===== config.mk =====
export PLATFORM = sky130hd
export DESIGN_NAME = pipe_control_flat
export DESIGN_NICKNAME = d
export VERILOG_FILES = /design/src/rtl/pipe_control_if.sv /design/src/rtl/pipe_control.sv /design/src/flat_wrapper.sv
export SDC_FILE = /design/constraint.sdc
export NUM_CORES = 1
export LEC_CHECK = 0
export ABC_AREA = 1
export CAP_MARGIN = 20
export CORE_AREA = 2 2 65 67
export DETAILED_ROUTE_END_ITERATION = 12
export DIE_AREA = 0 0 67 69
export PLACE_DENSITY = 0.68
export SYNTH_ARGS = -nofsm -noshare
export SYNTH_HDL_FRONTEND = slang
export SYNTH_SLANG_ARGS = --single-unit
export TNS_END_PERCENT = 50

===== constraint.sdc =====
create_clock -name clock -period 4.1 [get_ports clock]
set_clock_uncertainty 0.15 [all_clocks]
set_input_delay 1.23 -clock clock [delete_from_list [all_inputs] [get_ports clock]]
set_output_delay 1.23 -clock clock [all_outputs]
set_load 0.005 [all_outputs]

===== src/rtl/pipe_control_if.sv =====
// Bundle of ID-stage inputs, hazard/mul-div handshake and staged control outputs
// exchanged between the decode datapath and pipe_control.
interface pipe_control_if #(
    parameter int OPCODE_W = 5,
    parameter int ALUOP_W  = 5,
    parameter int RADDR_W  = 5
);
    logic                id_valid;
    logic [OPCODE_W-1:0] id_opcode;
    logic [ALUOP_W-1:0]  id_aluop;
    logic [RADDR_W-1:0]  id_rs;
    logic [RADDR_W-1:0]  id_rt;
    logic [RADDR_W-1:0]  id_rd;
    logic                ex_branch_taken;
    logic                md_ready;
    logic                stall;
    logic                md_start;
    logic                ex_valid;
    logic                ex_ALUinB;
    logic                ex_RI;
    logic                ex_md;
    logic                mem_DMwe;
    logic                mem_lw;
    logic                wb_Rwe;
    logic                wb_lw;
    logic [RADDR_W-1:0]  wb_rd;

    modport master (
        output id_valid, id_opcode, id_aluop, id_rs, id_rt, id_rd,
        output ex_branch_taken, md_ready,
        input  stall, md_start, ex_valid, ex_ALUinB, ex_RI, ex_md,
        input  mem_DMwe, mem_lw, wb_Rwe, wb_lw, wb_rd
    );

    modport slave (
        input  id_valid, id_opcode, id_aluop, id_rs, id_rt, id_rd,
        input  ex_branch_taken, md_ready,
        output stall, md_start, ex_valid, ex_ALUinB, ex_RI, ex_md,
        output mem_DMwe, mem_lw, wb_Rwe, wb_lw, wb_rd
    );
endinterface


===== src/rtl/pipe_control.sv =====
// Pipelined control unit: ID decode, EX/MEM/WB control registers, load-use and
// mul/div stall sequencing, branch flush. Optional perf counters via CTRL_PERF_EN.
module pipe_control #(
    parameter int OPCODE_W   = 5,
    parameter int ALUOP_W    = 5,
    parameter int RADDR_W    = 5,
    parameter int LINK_REG   = 31,
    parameter int STATUS_REG = 30
) (
    input  logic          clock,
    input  logic          reset,
    pipe_control_if.slave bus
`ifdef CTRL_PERF_EN
    ,
    output logic [15:0]   perf_stall_cnt,
    output logic [15:0]   perf_flush_cnt,
    output logic [15:0]   perf_md_cnt
`endif
);

    localparam logic [OPCODE_W-1:0] OP_R    = OPCODE_W'(5'b00000);
    localparam logic [OPCODE_W-1:0] OP_J    = OPCODE_W'(5'b00001);
    localparam logic [OPCODE_W-1:0] OP_BNE  = OPCODE_W'(5'b00010);
    localparam logic [OPCODE_W-1:0] OP_JAL  = OPCODE_W'(5'b00011);
    localparam logic [OPCODE_W-1:0] OP_JR   = OPCODE_W'(5'b00100);
    localparam logic [OPCODE_W-1:0] OP_BLT  = OPCODE_W'(5'b00110);
    localparam logic [OPCODE_W-1:0] OP_SW   = OPCODE_W'(5'b00111);
    localparam logic [OPCODE_W-1:0] OP_LW   = OPCODE_W'(5'b01000);
    localparam logic [OPCODE_W-1:0] OP_SETX = OPCODE_W'(5'b10101);
    localparam logic [OPCODE_W-1:0] OP_BEX  = OPCODE_W'(5'b10110);
    localparam logic [ALUOP_W-1:0]  AOP_MUL = ALUOP_W'(5'b00110);
    localparam logic [ALUOP_W-1:0]  AOP_DIV = ALUOP_W'(5'b00111);

    localparam logic [1:0] ST_IDLE = 2'b00;
    localparam logic [1:0] ST_BUSY = 2'b01;
    localparam logic [1:0] ST_DONE = 2'b10;

    typedef struct packed {
        logic               valid;
        logic               alu_in_b;
        logic               ri;
        logic               md;
        logic               dmwe;
        logic               lw;
        logic               rwe;
        logic [RADDR_W-1:0] rd;
    } ex_ctrl_t;

    typedef struct packed {
        logic               dmwe;
        logic               lw;
        logic               rwe;
        logic [RADDR_W-1:0] rd;
    } mem_ctrl_t;

    typedef struct packed {
        logic               rwe;
        logic               lw;
        logic [RADDR_W-1:0] rd;
    } wb_ctrl_t;

    function automatic ex_ctrl_t decode_ctrl(
        input logic [OPCODE_W-1:0] op,
        input logic [ALUOP_W-1:0]  aluop,
        input logic [RADDR_W-1:0]  rd
    );
        ex_ctrl_t c;
        logic     no_wr;
        c          = '0;
        c.valid    = 1'b1;
        c.alu_in_b = (op != OP_R);
        c.ri       = (op != OP_R);
        c.dmwe     = (op == OP_SW);
        c.lw       = (op == OP_LW);
        c.md       = (op == OP_R) && ((aluop == AOP_MUL) || (aluop == AOP_DIV));
        case (op)
            OP_JAL:  c.rd = RADDR_W'(LINK_REG);
            OP_SETX: c.rd = RADDR_W'(STATUS_REG);
            default: c.rd = rd;
        endcase
        case (op)
            OP_SW, OP_J, OP_BNE, OP_JR, OP_BLT, OP_BEX: no_wr = 1'b1;
            default:                                    no_wr = 1'b0;
        endcase
        // r0 is hard zero, so a write to it is suppressed at decode time
        c.rwe = !no_wr && (c.rd != '0);
        return c;
    endfunction

    function automatic logic uses_rt(input logic [OPCODE_W-1:0] op);
        case (op)
            OP_R, OP_SW, OP_BNE, OP_BLT: uses_rt = 1'b1;
            default:                     uses_rt = 1'b0;
        endcase
    endfunction

    ex_ctrl_t  ex_r;
    mem_ctrl_t mem_r;
    wb_ctrl_t  wb_r;
    logic [1:0] state_r;
    logic [1:0] state_next_s;
    ex_ctrl_t  id_ctrl_s;
    ex_ctrl_t  ex_next_s;
    logic      md_go_s;
    logic      md_hold_s;
    logic      load_use_s;
    logic      stall_s;

    // Decode, hazard detection and stall/flush arbitration (md stall beats flush beats load-use).
    always_comb begin
        id_ctrl_s  = decode_ctrl(bus.id_opcode, bus.id_aluop, bus.id_rd);
        md_go_s    = (state_r == ST_IDLE) && ex_r.valid && ex_r.md;
        md_hold_s  = md_go_s || (state_r == ST_BUSY);
        load_use_s = bus.id_valid && ex_r.lw && (ex_r.rd != '0) &&
                     ((ex_r.rd == bus.id_rs) ||
                      (uses_rt(bus.id_opcode) && (ex_r.rd == bus.id_rt)));
        if (reset) begin
            stall_s = 1'b0;
        end else if (md_hold_s) begin
            stall_s = 1'b1;
        end else if (bus.ex_branch_taken) begin
            stall_s = 1'b0;
        end else begin
            stall_s = load_use_s;
        end
        if (bus.ex_branch_taken || load_use_s || !bus.id_valid) begin
            ex_next_s = '0;
        end else begin
            ex_next_s = id_ctrl_s;
        end
    end

    // Mul/div handshake sequencing.
    always_comb begin
        case (state_r)
            ST_IDLE: state_next_s = md_go_s ? ST_BUSY : ST_IDLE;
            ST_BUSY: state_next_s = bus.md_ready ? ST_DONE : ST_BUSY;
            ST_DONE: state_next_s = ST_IDLE;
            default: state_next_s = ST_IDLE;
        endcase
    end

    // FSM state register.
    always_ff @(posedge clock) begin
        if (reset) begin
            state_r <= ST_IDLE;
        end else begin
            state_r <= state_next_s;
        end
    end

    // Stage registers; all three freeze while a mul/div is starting or in flight.
    always_ff @(posedge clock) begin
        if (reset) begin
            ex_r  <= '0;
            mem_r <= '0;
            wb_r  <= '0;
        end else if (md_hold_s) begin
            ex_r  <= ex_r;
            mem_r <= mem_r;
            wb_r  <= wb_r;
        end else begin
            ex_r       <= ex_next_s;
            mem_r.dmwe <= ex_r.dmwe;
            mem_r.lw   <= ex_r.lw;
            mem_r.rwe  <= ex_r.rwe;
            mem_r.rd   <= ex_r.rd;
            wb_r.rwe   <= mem_r.rwe;
            wb_r.lw    <= mem_r.lw;
            wb_r.rd    <= mem_r.rd;
        end
    end

    // Bubbles are stored as all-zero bundles, so every field is already valid-gated.
    assign bus.stall     = stall_s;
    assign bus.md_start  = md_go_s && !reset;
    assign bus.ex_valid  = ex_r.valid;
    assign bus.ex_ALUinB = ex_r.alu_in_b;
    assign bus.ex_RI     = ex_r.ri;
    assign bus.ex_md     = ex_r.md;
    assign bus.mem_DMwe  = mem_r.dmwe;
    assign bus.mem_lw    = mem_r.lw;
    assign bus.wb_Rwe    = wb_r.rwe;
    assign bus.wb_lw     = wb_r.lw;
    assign bus.wb_rd     = wb_r.rd;

`ifdef CTRL_PERF_EN
    logic [15:0] perf_stall_cnt_r;
    logic [15:0] perf_flush_cnt_r;
    logic [15:0] perf_md_cnt_r;

    // Saturating event counters.
    always_ff @(posedge clock) begin
        if (reset) begin
            perf_stall_cnt_r <= 16'h0000;
            perf_flush_cnt_r <= 16'h0000;
            perf_md_cnt_r    <= 16'h0000;
        end else begin
            if (stall_s && (perf_stall_cnt_r != 16'hFFFF)) begin
                perf_stall_cnt_r <= perf_stall_cnt_r + 16'h0001;
            end else begin
                perf_stall_cnt_r <= perf_stall_cnt_r;
            end
            if (bus.ex_branch_taken && (perf_flush_cnt_r != 16'hFFFF)) begin
                perf_flush_cnt_r <= perf_flush_cnt_r + 16'h0001;
            end else begin
                perf_flush_cnt_r <= perf_flush_cnt_r;
            end
            if (md_go_s && (perf_md_cnt_r != 16'hFFFF)) begin
                perf_md_cnt_r <= perf_md_cnt_r + 16'h0001;
            end else begin
                perf_md_cnt_r <= perf_md_cnt_r;
            end
        end
    end

    assign perf_stall_cnt = perf_stall_cnt_r;
    assign perf_flush_cnt = perf_flush_cnt_r;
    assign perf_md_cnt    = perf_md_cnt_r;
`endif

endmodule

===== src/flat_wrapper.sv =====
// flat-port wrapper written by rule: the top's interface ports become plain ports
module pipe_control_flat 
#(
    parameter int OPCODE_W   = 5,
    parameter int ALUOP_W    = 5,
    parameter int RADDR_W    = 5,
    parameter int LINK_REG   = 31,
    parameter int STATUS_REG = 30
)
  (clock, reset, bus_id_valid, bus_id_opcode, bus_id_aluop, bus_id_rs, bus_id_rt, bus_id_rd, bus_ex_branch_taken, bus_md_ready, bus_stall, bus_md_start, bus_ex_valid, bus_ex_ALUinB, bus_ex_RI, bus_ex_md, bus_mem_DMwe, bus_mem_lw, bus_wb_Rwe, bus_wb_lw, bus_wb_rd);
  pipe_control_if #(.OPCODE_W(OPCODE_W), .ALUOP_W(ALUOP_W), .RADDR_W(RADDR_W)) bus_i ();
  input  logic clock;
  input  logic reset;
  input wire logic [$bits(bus_i.id_valid)-1:0] bus_id_valid;
  input wire logic [$bits(bus_i.id_opcode)-1:0] bus_id_opcode;
  input wire logic [$bits(bus_i.id_aluop)-1:0] bus_id_aluop;
  input wire logic [$bits(bus_i.id_rs)-1:0] bus_id_rs;
  input wire logic [$bits(bus_i.id_rt)-1:0] bus_id_rt;
  input wire logic [$bits(bus_i.id_rd)-1:0] bus_id_rd;
  input wire logic [$bits(bus_i.ex_branch_taken)-1:0] bus_ex_branch_taken;
  input wire logic [$bits(bus_i.md_ready)-1:0] bus_md_ready;
  output wire logic [$bits(bus_i.stall)-1:0] bus_stall;
  output wire logic [$bits(bus_i.md_start)-1:0] bus_md_start;
  output wire logic [$bits(bus_i.ex_valid)-1:0] bus_ex_valid;
  output wire logic [$bits(bus_i.ex_ALUinB)-1:0] bus_ex_ALUinB;
  output wire logic [$bits(bus_i.ex_RI)-1:0] bus_ex_RI;
  output wire logic [$bits(bus_i.ex_md)-1:0] bus_ex_md;
  output wire logic [$bits(bus_i.mem_DMwe)-1:0] bus_mem_DMwe;
  output wire logic [$bits(bus_i.mem_lw)-1:0] bus_mem_lw;
  output wire logic [$bits(bus_i.wb_Rwe)-1:0] bus_wb_Rwe;
  output wire logic [$bits(bus_i.wb_lw)-1:0] bus_wb_lw;
  output wire logic [$bits(bus_i.wb_rd)-1:0] bus_wb_rd;
  assign bus_i.id_valid = bus_id_valid;
  assign bus_i.id_opcode = bus_id_opcode;
  assign bus_i.id_aluop = bus_id_aluop;
  assign bus_i.id_rs = bus_id_rs;
  assign bus_i.id_rt = bus_id_rt;
  assign bus_i.id_rd = bus_id_rd;
  assign bus_i.ex_branch_taken = bus_ex_branch_taken;
  assign bus_i.md_ready = bus_md_ready;
  assign bus_stall = bus_i.stall;
  assign bus_md_start = bus_i.md_start;
  assign bus_ex_valid = bus_i.ex_valid;
  assign bus_ex_ALUinB = bus_i.ex_ALUinB;
  assign bus_ex_RI = bus_i.ex_RI;
  assign bus_ex_md = bus_i.ex_md;
  assign bus_mem_DMwe = bus_i.mem_DMwe;
  assign bus_mem_lw = bus_i.mem_lw;
  assign bus_wb_Rwe = bus_i.wb_Rwe;
  assign bus_wb_lw = bus_i.wb_lw;
  assign bus_wb_rd = bus_i.wb_rd;
  pipe_control #(.OPCODE_W(OPCODE_W), .ALUOP_W(ALUOP_W), .RADDR_W(RADDR_W), .LINK_REG(LINK_REG), .STATUS_REG(STATUS_REG)) u_core (.clock(clock), .reset(reset), .bus(bus_i));
endmodule

==> results of run 1 <==
## metal layers
| layer | vias to the layer above | share of wire (%) | GRT usage, % |
|---|---|---|---|
| met5 | - | 0 | 0 |
| met4 | 0 | 1.4 | 4.762 |
| met3 | 5 | 4.3 | 2.121 |
| met2 | 31 | 45 | 21.45 |
| met1 | 611 | 50 | 21.07 |
| li1 | 751 | - | - |
## timing repair
item	4_1_cts	5_1_grt
resized for setup	3	4
setup endpoints to repair	1	1
buffers inserted	1	0
cloned	0	0
pin swaps	1	2
hold buffers	0	0
## cell type report
type                            instances  area (um^2)  share of cell area [%]
Clock buffer                            4        55.05                   2.594
Inverter                               12        45.04                   2.123
Multi-Input combinational cell        151        844.6                   39.80
Sequential cell                        28        560.5                   26.42
Tap cell                               50        62.56                   2.948
Timing Repair Buffer                   59        554.3                   26.12
## cells by family (layout without fill, tap and decap cells)
group | Yosys count | count (layout) | share of synthesized area (%)
AND/OR/NAND/NOR | 111 | 111 | 37.54
AO/OA/AOI/OAI | 31 | 31 | 13.21
flip-flops | 28 | 28 | 37.46
buffers and inverters | 21 | 75 | 6.521
XOR/XNOR | 9 | 9 | 5.268
## path summary, 6_finish.rpt
check | from | to | cells after the start
worst max-delay path | bus_id_opcode[3] | bus_stall | 9
worst min-delay path | u_core.bus.wb_rd[1] | u_core.bus.wb_rd[1] | 2
worst max register to register | u_core.ex_r[1] | u_core.ex_r[4] | 11
worst min register to register | u_core.bus.wb_rd[1] | u_core.bus.wb_rd[1] | 2
## power breakdown
group          internal, mW  switching, mW
Combinational        0.0489         0.0357
Sequential            0.276        0.00434
Clock                0.0860         0.0813
## worst register-to-register path, stage by stage (launching register included)
cell     delay (ps)
dfxtp_1         460
inv_1            90
nand2_1          60
nand2_1          40
nand2_1          80
nor2_2           40
nand3_2          60
nand2_2          50
buf_4           120
nand2_2         230
nand3_2         130
a21oi_2         130
## sequential cells by signal, indices dropped and copies added (netlist names), 2 cells and up
register,cells
u_core.bus.wb_rd,5
u_core.state_r,2
u_core.mem_r,6
u_core.ex_r,8
## per-stage QoR
stage,utilization [%],std cells
floorplan,-,200
global placement,52.37,299
detailed placement,52.37,299
CTS,53.93,304
global route,54.22,304
finish,54.22,304
## cells in the mapped netlist
| cell | number | area, um^2 |
|---|---|---|
| nand2_1 | 57 | 214.0 |
| nand3_2 | 14 | 140.1 |
| xnor2_1 | 2 | 17.52 |
| a21o_1 | 1 | 7.510 |
| inv_2 | 2 | 7.510 |
| a21oi_2 | 10 | 87.58 |
| nand3_1 | 5 | 25.02 |
| inv_1 | 10 | 37.54 |
| nand3b_1 | 2 | 15.01 |
| nor3b_2 | 1 | 12.51 |
| nand4_1 | 1 | 6.260 |
| a21oi_1 | 19 | 95.09 |
| nor2_2 | 3 | 18.77 |
| xor2_1 | 7 | 61.31 |
| buf_4 | 2 | 15.01 |
| a211oi_1 | 1 | 7.510 |
| or2_2 | 1 | 6.260 |
| buf_2 | 3 | 15.01 |
| nor3_1 | 2 | 10.01 |
| nand2_2 | 5 | 31.28 |
| buf_6 | 1 | 11.26 |
| nor2_1 | 18 | 67.56 |
| nor3b_1 | 2 | 15.01 |
| dfxtp_1 | 28 | 560.5 |
| clkbuf_1 | 3 | 11.26 |
==> flow_summary.yaml, run 1 <==
outcome:
  status: "completed"
final_layout:
  syn_to_final_growth_pct: 41.81
  final_cell_mix: "nand2_1 (57), clkdlybuf4s50_1 (39), dfxtp_1 (28), a21oi_1 (18), nor2_1 (17)"
  layout-drive-gt1-share_pct: 22.83
  layout_commonest_cell: "nand2_1"
  n_antenna_cell: 0
  final_area_um2: 2122
  num-fill-cells: 425
  nNetsFinal: 285
floorplan:
  die_area_um2: 4623
  die_y_um: 69
  dieWidth_um: 67
  start_util_pct: 38.24
  rows: 23
  coreArea_um2: 3914
  io-pin-count: 45
cts:
  htree_levels: 1
  cts_inserted_buffers: 3
  clock_sinks: 28
  clock_latency_ps: 270
  cts_root_buf: "clkbuf_8"
  clk_pin_slew_ps: 90
  clockBufferDepth: 2
  tritoncts: "built"
timing:
  setup_viol: 0
  worstMarginPinSlew_ps: 298.5
  hold_viol: 0
  maxSlewViolCount: 0
  timing.hold.ws_ps: 317.3
  timing.slew.headroom_pct: 80.03
  finalSetupTns_ps: 0
  layout_min_cycle_time_ps: 4001
  rsz0062_at_grt: "false"
  period_share_pct: 97.58
  fmax_mhz: 250.0
  worst_slack_ps: 99.33
critical_path:
  path_max_fanout: 3
  cpMaxStageDelayCell: "clkdlybuf4s50_1"
  crit_chain: "clkdlybuf4s50_1, nor2_2, nand3_1, nand3_2, nand3_2, nand2_2, nand3b_1, a21oi_2, clkdlybuf4s15_1"
  crit_buf_inv: 2
  worstSetupPathType: "in2out"
  arrival_ps: 2620
  end_kind: "output port"
  crit_top_cell: "nand3_2"
  startpoint_type: "primary input"
  worstPathRequired_ps: 2720
  max_stage_delay_ps: 460
  critPathTopFamily: "buffers and inverters"
  worst-r2r-setup-slack_ps: 2420
synthesis:
  syn_area_um2: 1496
  yosysWarnings: 0
  syn_avg_cell_area_um2: 7.482
  synthCells: 200
  ys_seq_area_share_pct: 37.46
  synth_fp_nets: 230
  post_synth_num_cell_types: 25
  ys_ff_latch: 28
placement:
  dpl.hpwl_um: 2403
  dpl_cell_area_um2: 2049
  globalplace.congestion: 0.7703
  port_buffers: 43
  post-place-ws_ps: -318.6
global_routing:
  antenna_found_initial: 0
  grt_max_degree: 27
  track_usage_pct: 14.42
  gr-total-overflow: 0
  first_global_vias: 1214
  grt_pass1_wl_um: 5375
route:
  drt-total-wl_um: 3176
  ant_nets: 0
  first_pass_iters: 4
  wire_per_inst_um: 10.45
  drc: 0
  viasPerCell: 4.599
  first_iter_violations: 93
  vias: 1398
run:
  drv_cap: 0
pwr:
  powerDensity_nw_per_um2: 251.0
  peakVddDrop_mv: 0.1291
  p_leak_nw: 0.8376
  p_total_mw: 0.5327
worst_hold_path:
  min_path_type: "reg2reg"
Note: power is estimated with default switching activity, not from simulation.
==> run 2: changes to the inputs <==
--- a/config.mk
+++ b/config.mk
@@ -10,7 +10,7 @@
 export CORE_AREA = 2 2 65 67
 export DETAILED_ROUTE_END_ITERATION = 12
 export DIE_AREA = 0 0 67 69
-export PLACE_DENSITY = 0.68
+export PLACE_DENSITY = 0.75
 export SYNTH_ARGS = -nofsm -noshare
 export SYNTH_HDL_FRONTEND = slang
 export SYNTH_SLANG_ARGS = --single-unit
==> flow_summary.yaml, run 2 (synthesis results as in run 1) <==
critical_path:
  worstPathRequired_ps: 2720
  crit_chain: "clkdlybuf4s50_1, inv_2, nor2_4, nand2_2, nand3_2, nand3_2, nand2_2, nand3b_1, a21oi_1, clkbuf_2"
  arrival_ps: 2550
  startpoint_type: "primary input"
  r2r-end: "u_core.ex_r[7]"
  worst-r2r-setup-slack_ps: 2410
  endpoint: "bus_stall"
  critical_path_depth: 10
  critPathTopFamily: "buffers and inverters"
  max_stage_delay_ps: 490
  path_max_fanout: 4
  worstSetupPathType: "in2out"
  end_kind: "output port"
  cpMaxStageDelayCell: "clkdlybuf4s50_1"
  timing.rr.start: "u_core.ex_r[0]"
  crit_path_start: "bus_id_opcode[2]"
  crit_buf_inv: 3
  r2r_cells: 9
global_routing:
  grt_pass1_wl_um: 5382
  antenna_found_initial: 0
  track_usage_pct: 14.75
  grt_max_degree: 27
  first_global_vias: 1219
  gr-total-overflow: 0
final_layout:
  layout_commonest_cell: "nand2_1"
  layout-drive-gt1-share_pct: 22.62
  regArea_um2: 560.5
  final_cell_mix: "nand2_1 (57), clkdlybuf4s50_1 (39), dfxtp_1 (28), a21oi_1 (19), nor2_1 (17)"
  num-fill-cells: 392
  regMostFlops: "u_core.ex_r"
  final_area_um2: 2121
  multi_input_area_um2: 850.8
  n_antenna_cell: 0
  finish.utilization_pct: 54.19
  nNetsFinal: 283
  largest_reg_flops: 8
  fin_cells: 302
  syn_to_final_growth_pct: 41.72
cts:
  clockBufferDepth: 2
  clock_sinks: 28
  clk_pin_slew_ps: 90
  cts_hold_repair.buffers: 0
  clock_latency_ps: 270
  htree_levels: 1
  cts_inserted_buffers: 3
  cts_root_buf: "clkbuf_8"
  tritoncts: "built"
floorplan:
  coreArea_um2: 3914
  start_util_pct: 38.24
  die_area_um2: 4623
  dieWidth_um: 67
  rows: 23
  die_y_um: 69
  io-pin-count: 45
pwr:
  powerDensity_nw_per_um2: 271.1
  peakVddDrop_mv: 0.1576
  p_total_mw: 0.5749
  seqPwrFrac_pct: 48.8
  netSwitchingFraction_pct: 20.90
  comb_power_share_pct: 14.6
  p_leak_nw: 0.8284
  p_switching_mw: 0.1202
  clkPwrFrac_pct: 36.6
  cell_internal_pwr_mw: 0.4547
timing:
  finalSetupTns_ps: 0
  timing.hold.ws_ps: 313.7
  fmax_mhz: 254.1
  maxSlewViolCount: 0
  worst_slack_ps: 165.1
  timing.slew.headroom_pct: 80.09
  period_share_pct: 95.97
  worstMarginPinSlew_ps: 297.7
  hold_viol: 0
  setup_viol: 0
  rsz0062_at_grt: "false"
  layout_min_cycle_time_ps: 3935
placement:
  dp_cells: 297
  dpl.hpwl_um: 2408
  port_buffers: 43
  post-place-ws_ps: -302.7
  dpl_cell_area_um2: 2034
  globalplace.congestion: 0.8471
route:
  drc: 0
  viasPerCell: 4.675
  ant_nets: 0
  first_iter_violations: 106
  drt-total-wl_um: 3173
  vias: 1412
  wire_per_inst_um: 10.51
  first_pass_iters: 4
run:
  drv_cap: 0
outcome:
  status: "completed"
worst_hold_path:
  min_path_type: "reg2reg"
run 2: cell type report:
cell class | instances | share of cell area, %
tap | 50 | 2.950
inverter | 12 | 2.124
multi-input combinational | 151 | 40.12
timing repair buffer | 57 | 25.01
clock inverter | 1 | 1.416
clock buffer | 3 | 1.947
sequential | 28 | 26.43
run 2: worst min-delay path, stage by stage (launching register included):
cell,delay [ps]
dfxtp_1,320
nand2_1,60
a21oi_1,50
run 2: worst min-delay path by stage:
stage	end	slack (ps)	startpoint	cells past startpoint
final	u_core.bus.wb_rd[2]	310	u_core.mem_r[2]	2
after global routing	u_core.bus.wb_rd[2]	330	u_core.mem_r[2]	2
after CTS	u_core.bus.wb_rd[2]	310	u_core.mem_r[2]	2
after detailed placement	u_core.bus.wb_rd[2]	300	u_core.mem_r[2]	2
after global placement	u_core.bus.wb_rd[0]	300	u_core.mem_r[0]	2
after floorplan	u_core.bus.wb_rd[4]	290	u_core.mem_r[4]	2
run 2: power groups by stage:
| stage | Sequential, mW | Combinational [mW] | Clock [mW] |
|---|---|---|---|
| global route | 0.282 | 0.0920 | 0.229 |
| CTS | 0.281 | 0.0845 | 0.216 |
| floorplan | 0.286 | 0.0372 | 0 |
| detailed placement | 0.287 | 0.0834 | 0 |
| finish | 0.281 | 0.0838 | 0.210 |
| global placement | 0.287 | 0.0820 | 0 |
run 2: timing repair:
item                                   in CTS  in global routing
endpoints found under the hold margin       0                  0
setup endpoints to repair                   1                  1
resized for setup                           5                  4
pin swaps                                   2                  2
setup buffers                               1                  0
run 2: per-layer routing:
layer | part of all wire, % | global-route usage, % | up-vias
li1 | - | - | 744
met1 | 46 | 20.18 | 626
met5 | 0 | 0 | -
met2 | 48 | 23.32 | 38
met3 | 4.2 | 1.958 | 4
met4 | 1.4 | 5.442 | 0
